**config.mk**
```make
export PLATFORM = sky130hd
export DESIGN_NAME = branch_predictor_bht
export DESIGN_NICKNAME = d
export VERILOG_FILES = /design/src/rtl/branch_predictor_bht_pkg.sv /design/src/rtl/sat_counter2.sv /design/src/rtl/branch_predictor_bht.sv
export SDC_FILE = /design/constraint.sdc
export NUM_CORES = 1
export LEC_CHECK = 0
export ABC_AREA = 1
export BUFFER_PORTS_ARGS = -buffer_cell sky130_fd_sc_hd__buf_2
export CORE_ASPECT_RATIO = 1.2
export CORE_MARGIN = 1.5
export CORE_UTILIZATION = 50
export CTS_CLUSTER_DIAMETER = 100
export DETAILED_ROUTE_END_ITERATION = 8
export PLACE_DENSITY = 0.72
export SYNTH_ARGS = -nofsm -noshare
export SYNTH_HDL_FRONTEND = slang
export SYNTH_SLANG_ARGS = --single-unit
```
**constraint.sdc**
```tcl
create_clock -name clk -period 3.5 [get_ports clk]
set_clock_uncertainty 0.2 [all_clocks]
set_input_delay 0.35 -clock clk [delete_from_list [all_inputs] [get_ports clk]]
set_output_delay 0.35 -clock clk [all_outputs]
set_load 0.01 [all_outputs]
```
**src/rtl/branch_predictor_bht_pkg.sv**
```systemverilog
// -----------------------------------------------------------------------------
// branch_predictor_bht_pkg
//   Shared types and constants for the branch history table and any later
//   predictor (tournament / gshare) that reuses the 2-bit counter.
//
//   bht_cnt_t     : 2-bit saturating counter (SNT, WNT, WT, ST)
//   bht_state_t   : table controller state (INIT sweep, RUN)
//   BHT_CNT_INIT  : value every counter is swept to after reset (WNT)
//   bht_cnt_taken : predicted direction of a counter (its MSB)
// -----------------------------------------------------------------------------
package branch_predictor_bht_pkg;

   typedef enum logic [1:0] {
      BHT_SNT = 2'b00,
      BHT_WNT = 2'b01,
      BHT_WT  = 2'b10,
      BHT_ST  = 2'b11
   } bht_cnt_t;

   typedef enum logic {
      BHT_INIT = 1'b0,
      BHT_RUN  = 1'b1
   } bht_state_t;

   localparam bht_cnt_t BHT_CNT_INIT = BHT_WNT;

   function automatic logic bht_cnt_taken(input bht_cnt_t i_cnt);
      return i_cnt[1];
   endfunction

endpackage

```
**src/rtl/sat_counter2.sv**
```systemverilog
// -----------------------------------------------------------------------------
// sat_counter2
//   Combinational next-state of a 2-bit saturating branch counter.
//   Taken moves one step towards ST, not-taken one step towards SNT;
//   the end states saturate.
//
//   Ports:
//     i_cnt   : current counter value
//     i_taken : resolved branch direction (1 = taken)
//     o_cnt   : next counter value
// -----------------------------------------------------------------------------
module sat_counter2
   import branch_predictor_bht_pkg::*;
(
   input  bht_cnt_t i_cnt,
   input  logic     i_taken,
   output bht_cnt_t o_cnt
);

   always_comb begin
      o_cnt = i_cnt;
      if (i_taken) begin
         case (i_cnt)
            BHT_SNT: o_cnt = BHT_WNT;
            BHT_WNT: o_cnt = BHT_WT;
            BHT_WT:  o_cnt = BHT_ST;
            default: o_cnt = BHT_ST;
         endcase
      end else begin
         case (i_cnt)
            BHT_ST:  o_cnt = BHT_WT;
            BHT_WT:  o_cnt = BHT_WNT;
            BHT_WNT: o_cnt = BHT_SNT;
            default: o_cnt = BHT_SNT;
         endcase
      end
   end

endmodule

```
**src/rtl/branch_predictor_bht.sv**
```systemverilog
// -----------------------------------------------------------------------------
// branch_predictor_bht
//   Branch history table of ENTRIES 2-bit saturating counters indexed by
//   pc[IDX_BITS+1:2].
//
//   After reset the controller sweeps every counter to WNT, one entry per
//   cycle (ENTRIES cycles), then enters RUN.
//
//   Fetch side (pred_*): a request is accepted when pred_valid && pred_ready.
//   The response (pred_resp_valid, pred_taken) appears the following cycle
//   and reflects the counter as it was in the request cycle. Without a
//   request pred_resp_valid is 0 and pred_taken keeps its last value.
//
//   Execute side (upd_*): an update is accepted in RUN when upd_valid and no
//   redirect is pending. It trains the indexed counter; if the outcome
//   differs from the prediction carried with the branch, a redirect is raised
//   the next cycle.
//
//   Redirect handshake: redirect_valid/redirect_pc are a valid/ready source.
//   Once raised they hold stable until a cycle with redirect_valid &&
//   redirect_ready, and drop the cycle after. Updates arriving while a
//   redirect is pending are wrong-path and are dropped entirely.
//
//   Ports:
//     clk, rst          : clock, asynchronous active-high reset
//     pred_valid/pc     : fetch prediction request
//     pred_ready        : 0 during the init sweep
//     pred_resp_valid   : response strobe, one cycle after acceptance
//     pred_taken        : predicted direction
//     upd_valid/pc      : resolved conditional branch
//     upd_br_en         : actual outcome from the comparator
//     upd_pred_taken    : prediction the branch was fetched with
//     upd_target        : computed taken target
//     redirect_valid/pc : pending misprediction redirect and correct next PC
//     redirect_ready    : fetch accepts the redirect
//     dbg_state         : controller state, for observation only
//     perf_branches     : accepted updates      (BHT_PERF_CNT_EN only)
//     perf_mispredicts  : accepted mispredicts  (BHT_PERF_CNT_EN only)
//
//   Build option: define BHT_PERF_CNT_EN to add the two 32-bit wrapping
//   performance counters and their output ports.
// -----------------------------------------------------------------------------
module branch_predictor_bht
   import branch_predictor_bht_pkg::*;
#(
   parameter int ENTRIES  = 64,
   parameter int IDX_BITS = $clog2(ENTRIES)
) (
   input  logic        clk,
   input  logic        rst,
   input  logic        pred_valid,
   input  logic [31:0] pred_pc,
   output logic        pred_ready,
   output logic        pred_resp_valid,
   output logic        pred_taken,
   input  logic        upd_valid,
   input  logic [31:0] upd_pc,
   input  logic        upd_br_en,
   input  logic        upd_pred_taken,
   input  logic [31:0] upd_target,
   output logic        redirect_valid,
   output logic [31:0] redirect_pc,
   input  logic        redirect_ready,
`ifdef BHT_PERF_CNT_EN
   output logic [31:0] perf_branches,
   output logic [31:0] perf_mispredicts,
`endif
   output bht_state_t  dbg_state
);

   localparam logic [IDX_BITS-1:0] LAST_IDX = IDX_BITS'(ENTRIES - 1);

   bht_state_t          r_state;
   logic [IDX_BITS-1:0] r_init_ptr;
   bht_cnt_t            r_cnt [ENTRIES];
   logic                r_resp_valid;
   logic                r_pred_taken;
   logic                r_redirect_valid;
   logic [31:0]         r_redirect_pc;

   logic [IDX_BITS-1:0] w_pred_idx;
   logic [IDX_BITS-1:0] w_upd_idx;
   logic                w_run;
   logic                w_pred_acc;
   logic                w_upd_acc;
   logic                w_mispred;
   bht_cnt_t            w_upd_cur;
   bht_cnt_t            w_upd_nxt;
   logic [31:0]         w_redirect_pc;

   // Only the index bits of the fetch PC matter; higher bits alias.
   logic                w_unused;
   assign w_unused = &{1'b0, pred_pc[31:IDX_BITS+2], pred_pc[1:0]};

   assign w_pred_idx = pred_pc[IDX_BITS+1:2];
   assign w_upd_idx  = upd_pc[IDX_BITS+1:2];
   assign w_run      = (r_state == BHT_RUN);
   assign w_pred_acc = pred_valid && w_run;
   // Wrong-path updates behind a pending redirect are dropped.
   assign w_upd_acc  = upd_valid && w_run && !r_redirect_valid;
   assign w_mispred  = w_upd_acc && (upd_br_en != upd_pred_taken);
   assign w_upd_cur  = r_cnt[w_upd_idx];
   assign w_redirect_pc = upd_br_en ? upd_target : (upd_pc + 32'd4);

   sat_counter2 u_sat (
      .i_cnt   (w_upd_cur),
      .i_taken (upd_br_en),
      .o_cnt   (w_upd_nxt)
   );

   // Controller: INIT sweeps every entry once, then RUN until reset.
   always_ff @(posedge clk or posedge rst) begin
      if (rst) begin
         r_state    <= BHT_INIT;
         r_init_ptr <= '0;
      end else begin
         case (r_state)
            BHT_INIT: begin
               r_init_ptr <= r_init_ptr + 1'b1;
               if (r_init_ptr == LAST_IDX) begin
                  r_state <= BHT_RUN;
               end
            end
            default: begin
               r_state <= BHT_RUN;
            end
         endcase
      end
   end

   // Counter storage has no reset; the INIT sweep gives it a known value.
   // Non-blocking writes make a same-cycle read see the old counter.
   always_ff @(posedge clk) begin
      if (r_state == BHT_INIT) begin
         r_cnt[r_init_ptr] <= BHT_CNT_INIT;
      end else if (w_upd_acc) begin
         r_cnt[w_upd_idx] <= w_upd_nxt;
      end
   end

   // Registered prediction read.
   always_ff @(posedge clk or posedge rst) begin
      if (rst) begin
         r_resp_valid <= 1'b0;
         r_pred_taken <= 1'b0;
      end else begin
         r_resp_valid <= w_pred_acc;
         if (w_pred_acc) begin
            r_pred_taken <= bht_cnt_taken(r_cnt[w_pred_idx]);
         end
      end
   end

   // Redirect source: set on an accepted mispredict, held until accepted.
   always_ff @(posedge clk or posedge rst) begin
      if (rst) begin
         r_redirect_valid <= 1'b0;
         r_redirect_pc    <= '0;
      end else if (r_redirect_valid) begin
         if (redirect_ready) begin
            r_redirect_valid <= 1'b0;
         end
      end else if (w_mispred) begin
         r_redirect_valid <= 1'b1;
         r_redirect_pc    <= w_redirect_pc;
      end
   end

`ifdef BHT_PERF_CNT_EN
   logic [31:0] r_perf_branches;
   logic [31:0] r_perf_mispredicts;

   always_ff @(posedge clk or posedge rst) begin
      if (rst) begin
         r_perf_branches    <= '0;
         r_perf_mispredicts <= '0;
      end else begin
         if (w_upd_acc) begin
            r_perf_branches <= r_perf_branches + 32'd1;
         end
         if (w_mispred) begin
            r_perf_mispredicts <= r_perf_mispredicts + 32'd1;
         end
      end
   end

   assign perf_branches    = r_perf_branches;
   assign perf_mispredicts = r_perf_mispredicts;
`endif

   assign pred_ready      = w_run;
   assign pred_resp_valid = r_resp_valid;
   assign pred_taken      = r_pred_taken;
   assign redirect_valid  = r_redirect_valid;
   assign redirect_pc     = r_redirect_pc;
   assign dbg_state       = r_state;

endmodule

```
==> key figures <==
STA
  – Period minus WS final: 2.75 ns
  – Fmax: 364 MHz
  – RSZ-0062 raised after global routing: false
  – Crit share post-route: between 70% and 80%
  – Final setup fails: 0
  – Max-Slew Margin vs Limit: about two fifths
  – Hold WS: 0.0166 ns
  – Fin Setup TNS: 0 ns
  – Final Max Slew Viols: 0
  – Hold Violations, Final: 0
  – Slew @ Worst Pin: 0.912 ns

GRT
  – Largest net degree at the start of global routing: between 70 and 80
  – Vias in the first global route: 7551
  – First-pass GRT wire length: 39500 µm
  – Overall fraction of global-route tracks in use: 27.4%
  – GR Overflow Total: 0
  – Initial antenna violation count: 0

Logic synthesis
  – Mux contribution to synthesized area: 0%
  – Xor/xnor cell area share of the yosys netlist: 1.43%
  – Synth Area in Simple Gates: between 20% and 30%
  – Synth Area in Compound Gates: approximately a tenth
  – Syn_nets: between 1000 and 1500
  – Syn avg cell area: about 8.4 µm²
  – Largest family of logic cells by synthesized area: simple AND/OR/NAND/NOR gates
  – Synth Instances: between 1000 and 1500
  – Synth Warn #: 0
  – Sequential fraction of the synthesis area: 53.3%
  – Asr flop ratio synth: 24.7%
  – Number of flops mapped to enable cells by yosys: 128
  – #FFs+latches synth: 170
  – Synthesized cell area: 0.00919 mm²
  – Post-synth cell types: 42
  – Synth Area in Adders: 0.272%
  – Ys flop type: edfxtp_1

Drt
  – First drt pass iteration count: 6
  – Routed WL per cell: about 18 µm
  – Iter 0 DRT Violations: 709
  – Drt drc: 0
  – WL final: about 25000 µm
  – ANT nets after route: 0
  – Via count: 8034
  – Drt via density: 5.57

Setup path
  – Arr. time, crit path: 2.66 ns
  – R2r worst-path depth: 6
  – Crit path required time: about 3.4 ns
  – Crit end category: register
  – Crit Reg-Reg Endpoint: r_cnt[20][0]
  – Startpoint Class: register
  – Crit path capture: r_cnt[20][0]
  – R2R setup slack: ~0.75 ns
  – Worst setup path category: register to register
  – R2r startpoint: dbg_state
  – Critical path startpoint: dbg_state
  – Max FO, Critical Path: 15

CTS
  – CTS Buffer Depth: 2
  – Clock slew at reported path FFs: 0.07 ns
  – Post-CTS sizing: 0
  – Clock latency on the worst-skew pair: 0.44 ns
  – TritonCTS clock tree: yes
  – CTS Buf Count: 17
  – H-Tree Level Count: 4
  – Post-CTS Setup Bufs: 0
  – CTS sink count: 170
  – Clk root buf: clkbuf_16

Finish
  – Share of cells above drive strength 1: 16.3%
  – Multi-input logic area: ~0.0037 mm²
  – Layout net count: around 1300
  – Most common cell after layout, fill and taps aside: nand2_1
  – Finished Core Util: 58.9%
  – Register Area: between 0.004 and 0.005 mm²
  – Most frequent cells in the layout: nand2_1 (275), nor2_1 (156), edfxtp_1 (128), buf_2 (113), nand3_1 (97)
  – Area grow syn2layout: 16.1%
  – N_diodes: 0
  – Fillers: 1625
  – Post-route cell area: 0.0107 mm²

Pwr
  – Pwr Density: 412 mW/mm²
  – Maximum vdd ir drop: 316 µV
  – Pleak: 4.60 nW

Die
  – FP Rows: 54
  – Core ar.: 0.0181 mm²
  – Initial Util: 50.8%
  – Die H: 152 µm
  – Die area: 0.0192 mm²
  – Boundary Pins: 140
  – Die W: around 130 µm

Place
  – Post-placement cell area: 0.00991 mm²
  – # port buffers: roughly 110
  – Post-DP HPWL: 16800 µm
  – Final Wtd Congestion: 0.883

Run
  – Max_cap viols: 0

Run status
  – Status: completed

Hold path
  – HP Class: input pin to register
==> area by class of cell <==
type	count	share of cell area, %
Timing Repair Buffer	142	8.19
Clock inverter	15	1.62
Sequential cell	170	45.9
Inverter	98	3.45
Multi-Input combinational cell	776	34.3
Clock buffer	17	3.99
Tap cell	224	2.63
==> state kept, by name, indices dropped and copies added (netlist names) <==
signal           flops
r_cnt              128
redirect_pc         32
r_init_ptr           6
dbg_state            1
pred_resp_valid      1
pred_taken           1
redirect_valid       1
==> Yosys cell counts (2+ instances only) <==
library cell / number / area, µm²
edfxtp_1: 128 / 3840
or2_0: 2 / 12.5
a31oi_1: 4 / 25.0
o31ai_1: 2 / 15.0
nor3_1: 13 / 65.1
nand2_4: 2 / 22.5
clkbuf_1: 18 / 67.6
nand4_2: 5 / 62.6
nand2_2: 4 / 25.0
xor2_1: 10 / 87.6
nand3_2: 3 / 30.0
or2_2: 3 / 18.8
nor2_4: 2 / 22.5
a21oi_1: 46 / 230
o21ai_1: 12 / 60.1
buf_6: 6 / 67.6
ha_1: 2 / 25.0
nor4_1: 7 / 43.8
buf_4: 5 / 37.5
o211ai_1: 8 / 60.1
nand4_1: 8 / 50.1
xnor2_1: 5 / 43.8
dfrtp_1: 42 / 1050
nand3b_1: 3 / 22.5
o21ai_0: 90 / 450
inv_1: 90 / 338
buf_2: 22 / 110
nor2_2: 2 / 12.5
inv_2: 8 / 30.0
nand2_1: 275 / 1030
nand3_1: 97 / 485
nor3_2: 4 / 40.0
nor2_1: 158 / 593
==> worst max-delay path, cell delays in order, from the launching register on <==
cell     delay (ns)
dfrtp_1        0.54
nand3_4        0.25
nand2_1        0.17
o21ai_4        0.13
inv_2          0.17
nand4_1        0.57
nor2_1         0.40
==> per-stage QoR <==
| step | instances | worst slack [ns] | power, W |
|---|---|---|---|
| after global placement | 1394 | 0.756 | 0.00253 |
| after CTS | 1442 | 0.789 | 0.00441 |
| after detailed placement | 1394 | 0.682 | 0.00253 |
| after global routing | 1442 | 0.548 | 0.00454 |
| final | 1442 | 0.753 | 0.00440 |
| after floorplan | 1095 | 0.546 | 0.00240 |
==> worst min path at each step <==
stage                     depth (start not counted)  slack (ns)               to       startpoint
after floorplan                                   1        0.25   redirect_valid   redirect_ready
after global placement                            2        0.26  redirect_pc[21]  redirect_pc[21]
after detailed placement                          2        0.26  redirect_pc[22]  redirect_pc[22]
after CTS                                         3       0.004  redirect_pc[18]   upd_target[18]
after global routing                              3        0.02  redirect_pc[14]   upd_target[14]
final                                             3        0.02  redirect_pc[18]   upd_target[18]
==> power breakdown <==
part,leakage (nW),internal (W),switching [W]
registers,1.47,0.00214,0.0000000000000000000109
logic,2.84,0.000120,0.000244
clock network,0.287,0.00102,0.000869
==> cells by family after synthesis <==
kind of cell | count (synthesis)
simple gates | 591
flops | 170
compound gates | 168
buf+inv | 149
xor+xnor | 15
fa+ha+maj | 2
==> metal layers <==
metal	global-route usage, %	part of all wire (%)	vias up
met5	0	0	-
met3	3.86	8.7	41
li1	-	-	3873
met4	9.83	1.8	0
met1	33.9	39	3732
met2	49.5	51	388
==> what timing repair did <==
action / 4_1_cts / 5_1_grt
endpoints found under the setup margin: 0 / 0
hold endpoints to repair: 56 / 0
hold buffers: 16 / 0
Note: power is estimated with default switching activity, not from simulation.
